## src/rtl/reg_write_arbiter.sv

```systemverilog
// ---------------------------------------------------------------------------
// reg_write_arbiter
//
// Round-robin arbiter and write sequencer for one shared WIDTH-bit register.
// NREQ requesters compete for the register's single write port. The grant is
// registered and one-hot. A granted requester may hold the port for a locked
// burst of at most MAX_BURST writes. Every release is followed by at least
// one idle cycle before the next grant.
//
// Optional feature macro: REG_WRITE_ARBITER_STATS_EN
//   When it is defined, the wr_count and burst_trunc outputs are added.
//
// Ports:
//   clk          system clock; all state changes on its rising edge
//   reset        asynchronous active-low reset
//   req[NREQ]    request per requester
//   lock[NREQ]   requester asks to keep ownership for a burst
//   wdata        requester i drives bits [i*WIDTH +: WIDTH]
//   gnt[NREQ]    registered one-hot grant; zero when idle
//   q[WIDTH]     shared register contents
//   q_valid      sticky flag; set by the first write after reset
//   owner        index of the last requester that wrote q
//   wr_count     (stats) saturating count of writes to q
//   burst_trunc  (stats) one-cycle pulse when MAX_BURST forces a release
//                while lock is still asserted
// ---------------------------------------------------------------------------
module reg_write_arbiter #(
    parameter int NREQ      = 4,
    parameter int WIDTH     = 8,
    parameter int MAX_BURST = 4,
    localparam int IDXW     = $clog2(NREQ)
) (
    input  logic                  clk,
    input  logic                  reset,
    input  logic [NREQ-1:0]       req,
    input  logic [NREQ-1:0]       lock,
    input  logic [NREQ*WIDTH-1:0] wdata,
    output logic [NREQ-1:0]       gnt,
    output logic [WIDTH-1:0]      q,
    output logic                  q_valid,
    output logic [IDXW-1:0]       owner
`ifdef REG_WRITE_ARBITER_STATS_EN
    ,
    output logic [15:0]           wr_count,
    output logic                  burst_trunc
`endif
);

    typedef enum logic {IDLE = 1'b0, OWN = 1'b1} state_t;

    state_t            state_q, state_d;
    logic [NREQ-1:0]   gnt_q, gnt_d;
    logic [WIDTH-1:0]  q_q, q_d;
    logic              q_valid_q, q_valid_d;
    logic [IDXW-1:0]   owner_q, owner_d;
    logic [IDXW-1:0]   rr_q, rr_d;
    logic [IDXW-1:0]   gidx_q, gidx_d;     // index of the current grant holder
    logic [3:0]        burst_q, burst_d;   // writes made in the current grant
`ifdef REG_WRITE_ARBITER_STATS_EN
    logic [15:0]       wr_count_q, wr_count_d;
    logic              trunc_q, trunc_d;
`endif

    // Wrapped scan starting at the rr pointer. The loop runs from the largest
    // offset down, so the smallest offset with a set req bit is kept last.
    logic              win_found;
    logic [IDXW-1:0]   win_idx;

    always_comb begin
        win_found = 1'b0;
        win_idx   = '0;
        for (int k = NREQ - 1; k >= 0; k--) begin
            if (req[(int'(rr_q) + k) % NREQ]) begin
                win_found = 1'b1;
                win_idx   = IDXW'((int'(rr_q) + k) % NREQ);
            end
        end
    end

    logic [WIDTH-1:0] sel_wdata;
    logic             last_write;
    logic             do_release;

    assign sel_wdata  = wdata[gidx_q*WIDTH +: WIDTH];
    assign last_write = (burst_q == 4'(MAX_BURST - 1));

    always_comb begin
        state_d    = state_q;
        gnt_d      = gnt_q;
        q_d        = q_q;
        q_valid_d  = q_valid_q;
        owner_d    = owner_q;
        rr_d       = rr_q;
        gidx_d     = gidx_q;
        burst_d    = burst_q;
        do_release = 1'b0;
`ifdef REG_WRITE_ARBITER_STATS_EN
        wr_count_d = wr_count_q;
        trunc_d    = 1'b0;
`endif
        case (state_q)
            IDLE: begin
                if (win_found) begin
                    gnt_d   = {{(NREQ-1){1'b0}}, 1'b1} << win_idx;
                    gidx_d  = win_idx;
                    burst_d = '0;
                    state_d = OWN;
                end
            end
            OWN: begin
                if (!req[gidx_q]) begin
                    do_release = 1'b1;
                end else begin
                    q_d       = sel_wdata;
                    owner_d   = gidx_q;
                    q_valid_d = 1'b1;
                    burst_d   = burst_q + 4'd1;
`ifdef REG_WRITE_ARBITER_STATS_EN
                    if (wr_count_q != 16'hFFFF) begin
                        wr_count_d = wr_count_q + 16'd1;
                    end
                    trunc_d = lock[gidx_q] && last_write;
`endif
                    if (!lock[gidx_q] || last_write) begin
                        do_release = 1'b1;
                    end
                end
                // A release always lands in IDLE with gnt cleared, which
                // creates the mandatory one-cycle bubble between owners.
                if (do_release) begin
                    gnt_d   = '0;
                    state_d = IDLE;
                    rr_d    = (int'(gidx_q) == NREQ - 1) ? '0 : gidx_q + 1'b1;
                end
            end
            default: begin
                state_d = IDLE;
                gnt_d   = '0;
            end
        endcase
    end

    always_ff @(posedge clk or negedge reset) begin
        if (!reset) begin
            state_q    <= IDLE;
            gnt_q      <= '0;
            q_q        <= '0;
            q_valid_q  <= 1'b0;
            owner_q    <= '0;
            rr_q       <= '0;
            gidx_q     <= '0;
            burst_q    <= '0;
`ifdef REG_WRITE_ARBITER_STATS_EN
            wr_count_q <= '0;
            trunc_q    <= 1'b0;
`endif
        end else begin
            state_q    <= state_d;
            gnt_q      <= gnt_d;
            q_q        <= q_d;
            q_valid_q  <= q_valid_d;
            owner_q    <= owner_d;
            rr_q       <= rr_d;
            gidx_q     <= gidx_d;
            burst_q    <= burst_d;
`ifdef REG_WRITE_ARBITER_STATS_EN
            wr_count_q <= wr_count_d;
            trunc_q    <= trunc_d;
`endif
        end
    end

    assign gnt     = gnt_q;
    assign q       = q_q;
    assign q_valid = q_valid_q;
    assign owner   = owner_q;
`ifdef REG_WRITE_ARBITER_STATS_EN
    assign wr_count    = wr_count_q;
    assign burst_trunc = trunc_q;
`endif

endmodule

```

## config.mk

```make
export PLATFORM = sky130hd
export DESIGN_NAME = reg_write_arbiter
export DESIGN_NICKNAME = d
export VERILOG_FILES = /design/src/rtl/reg_write_arbiter.sv
export SDC_FILE = /design/constraint.sdc
export NUM_CORES = 1
export LEC_CHECK = 0
export ABC_AREA = 1
export BUFFER_PORTS_ARGS = -buffer_cell sky130_fd_sc_hd__buf_4
export CELL_PAD_IN_SITES_DETAIL_PLACEMENT = 0
export CELL_PAD_IN_SITES_GLOBAL_PLACEMENT = 1
export CORE_MARGIN = 10
export CORE_UTILIZATION = 36
export DETAILED_ROUTE_END_ITERATION = 6
export GPL_TIMING_DRIVEN = 0
export PLACE_DENSITY = 0.84
export SYNTH_ARGS = -nofsm -noshare
export SYNTH_HDL_FRONTEND = slang
export SYNTH_SLANG_ARGS = --single-unit
```

## constraint.sdc

```tcl
create_clock -name clk -period 3.5 [get_ports clk]
set_input_delay 0.175 -clock clk [delete_from_list [all_inputs] [get_ports clk]]
set_output_delay 0.175 -clock clk [all_outputs]
set_load 0.1 [all_outputs]
```

==> run metrics <==
run status=finished, final reports clean; GRT Util Overall=0.128; Fin. Hold Viols=0; EDFF count, synth=0; pwr dens=around 1100 mW/mm^2; most frequent CP cell=nand2_1; worst slack, placed=1.91 ns; fin nets=327; flops & latches, synth=24; TritonCTS clock tree=done; WHS=~0.27 ns; Placer Congestion=about 0.83; Setup crit start kind=register; Pre-antenna DRT Iters=4; RSZ-0062 raised after global routing=false; Root Buffer=clkbuf_8; Initial Utilization=0.378; die area=0.00728 mm^2; DR WL/cell=between 10 and 15 um; Slew headroom=0.735; cell accounting for the most synthesized area=dfrtp_1; footprint of the multi-input gates=about 790 um^2; CP required=3.67 ns; Max-Cap Viols=0; CP cell instances=inv_1, clkbuf_1, nor2_1, o21ai_1, nand2_1, nand3_1, nand2_2, nand2_1, inv_2, nand2_1, nand2_1; first-pass GRT wire length=7940 um; DRC Markers=0; via count=1588; Slew @ Worst Pin=0.397 ns; ANT cells=0; final worst setup slack=around 1.9 ns; crit path capture type=register; Core Footprint=0.00406 mm^2; Max stage delay on crit path=0.41 ns; initial antenna violation count=0; Yosys top cell area share=0.391; setup violators final=0; Die W=85.3 um; Syn Inst Count=221; Post-synth top flop=dfrtp_1; Overflow after GRT=0; FMAX=0.627 GHz; sequential group share of total power=0.200; IO buf count=56; Max Slew Vio Count=0; vias in the first global route=1777; yosys warns=0; clock share of power=0.106; layout cells sized above 1=0.326; detail-routed via count per cell=roughly 4.8; top cells by area, synth=dfrtp_1 39%, nand2_1 19%, o21ai_0 5.5%, nor2_1 5.4%, nand2_2 4.1%; Switch Pwr=1.34 mW; height of the die=85.3 um; Tcrit/Tclk final=0.455; internal power=1.00 mW; Crit Path Class=reg -> reg; Clk pin slew, worst setup/hold paths=0.09 ns; worst min-delay path class=in -> reg; sw frac=0.571; mean post-synth cell area=between 6 and 7 um^2; setup TNS=0 ns; Slowest-stage cell, CP=dfrtp_1; minimum clock period=1.59 ns; CTS sink cnt=24; fill count=421; Syn Std Cell Area=0.00154 mm^2; # IOs=57; clock buffer depth=2; Net Count, Synth=265; combinational power share=0.694; Lkg Pwr=approximately 1.1 nW; CTS Buf Count=3; ys async rst share=1.00; Routed Wire Length=4380 um; Placed Cells=approximately 330; Post-DP HPWL=about 3500 um; Seq. cell area=601 um^2; Peak VDD IR=around 0.00054 V; initial drt markers=70; htree depth=1; count of cell types in the netlist=25; # rows=23; Layout Cells excl Fill=332; most common cell in the synthesized netlist=nand2_1; Seq/Total Area, Yosys=0.391; crit path max fanout=10; area added between synthesis and finish=36.8%; antenna viol nets, final=0; Synth top cells by count=76 x nand2_1, 24 x dfrtp_1, 22 x nor2_1; largest net degree at the start of global routing=25; worst skew pair latency=around 0.27 ns; WP data arrival=1.76 ns; clock skew=about 0.0036 ns
-- worst paths after layout --
check	from	to	slack [ns]	depth (start not counted)
max reg2reg	gidx_q[1]	gnt[2]	1.91	11
min in group asynchronous	reset	gnt[1]	0.34	2
min reg2reg	gnt[1]	gnt[1]	0.48	2
max	gidx_q[1]	gnt[2]	1.91	11
max in group asynchronous	reset	q[7]	2.91	2
min	wdata[3]	q[3]	0.27	5
-- critical path, delay by kind of cell (launching register included) --
kind	cells	cell delay (ns)
AO/OA/AOI/OAI	1	0.08
flip-flops	1	0.41
buffers and inverters	3	0.47
AND/OR/NAND/NOR	7	0.52
-- through the flow --
step	power, mW	area [um^2]	util
after floorplan	1.74	1540	-
after global placement	2.10	2020	0.497
after detailed placement	2.11	2020	0.497
after CTS	2.37	2100	0.517
after global routing	2.57	2100	0.517
final	2.34	2100	0.517
-- what timing repair did --
item                      in CTS  in global routing
hold buffers                   1                  0
hold endpoints to repair      24                  0
gates resized for setup        0                  0
buffers inserted               0                  0
-- sequential cells by signal, indices dropped and copies added, names as in the netlist --
| register | count |
|---|---|
| gnt | 4 |
| gidx_q | 2 |
| q_valid | 1 |
| burst_q | 4 |
| state_q | 1 |
| rr_q | 2 |
| q | 8 |
| owner | 2 |
-- layout make-up --
cell class / count / share of cell area
multi-input combinational: 167 / 0.376
sequential: 24 / 0.286
timing repair buffer: 57 / 0.205
inverter: 20 / 0.0393
buffer: 10 / 0.0298
tap: 50 / 0.0298
clock buffer: 3 / 0.0197
clock inverter: 1 / 0.0143
-- per-layer routing --
layer | global-route usage | share of wire
met5 | 0 | 0
met4 | 0.0314 | 0.0075
met3 | 0.0641 | 0.10
met2 | 0.206 | 0.43
met1 | 0.148 | 0.45
-- power by group through the flow --
stage	Sequential [mW]	Combinational, mW	Clock (mW)
floorplan	0.949	0.795	0
finish	0.466	1.62	0.248
detailed placement	0.471	1.64	0
global route	0.482	1.82	0.263
global placement	0.470	1.63	0
CTS	0.467	1.65	0.253
-- cells in the final DEF, fill, tap and decap left out --
master,count
a21oi_1,1
a21oi_2,2
buf_2,5
buf_4,57
buf_6,2
bufinv_16,1
clkbuf_1,2
clkbuf_8,3
dfrtp_1,24
dlygate4sd3_1,1
ha_1,2
inv_1,16
inv_2,3
inv_8,1
nand2_1,76
nand2_2,10
nand2_4,1
nand3_1,11
nand3b_1,1
nand4_1,1
nor2_1,22
nor2_2,2
o21ai_0,17
o21ai_1,7
o21ai_2,4
o22ai_1,8
o31ai_1,1
or2_2,1
-- kinds of logic (layout without fill, tap and decap cells) --
logic type      count (synthesis)  in the layout  synth area share
simple gates                  125            125             0.345
buf+inv                        30             91            0.0945
fa+ha+maj                       2              2            0.0163
flops                          24             24             0.391
compound gates                 40             40             0.153
No activity file was read; power rests on OpenSTA's default activity.
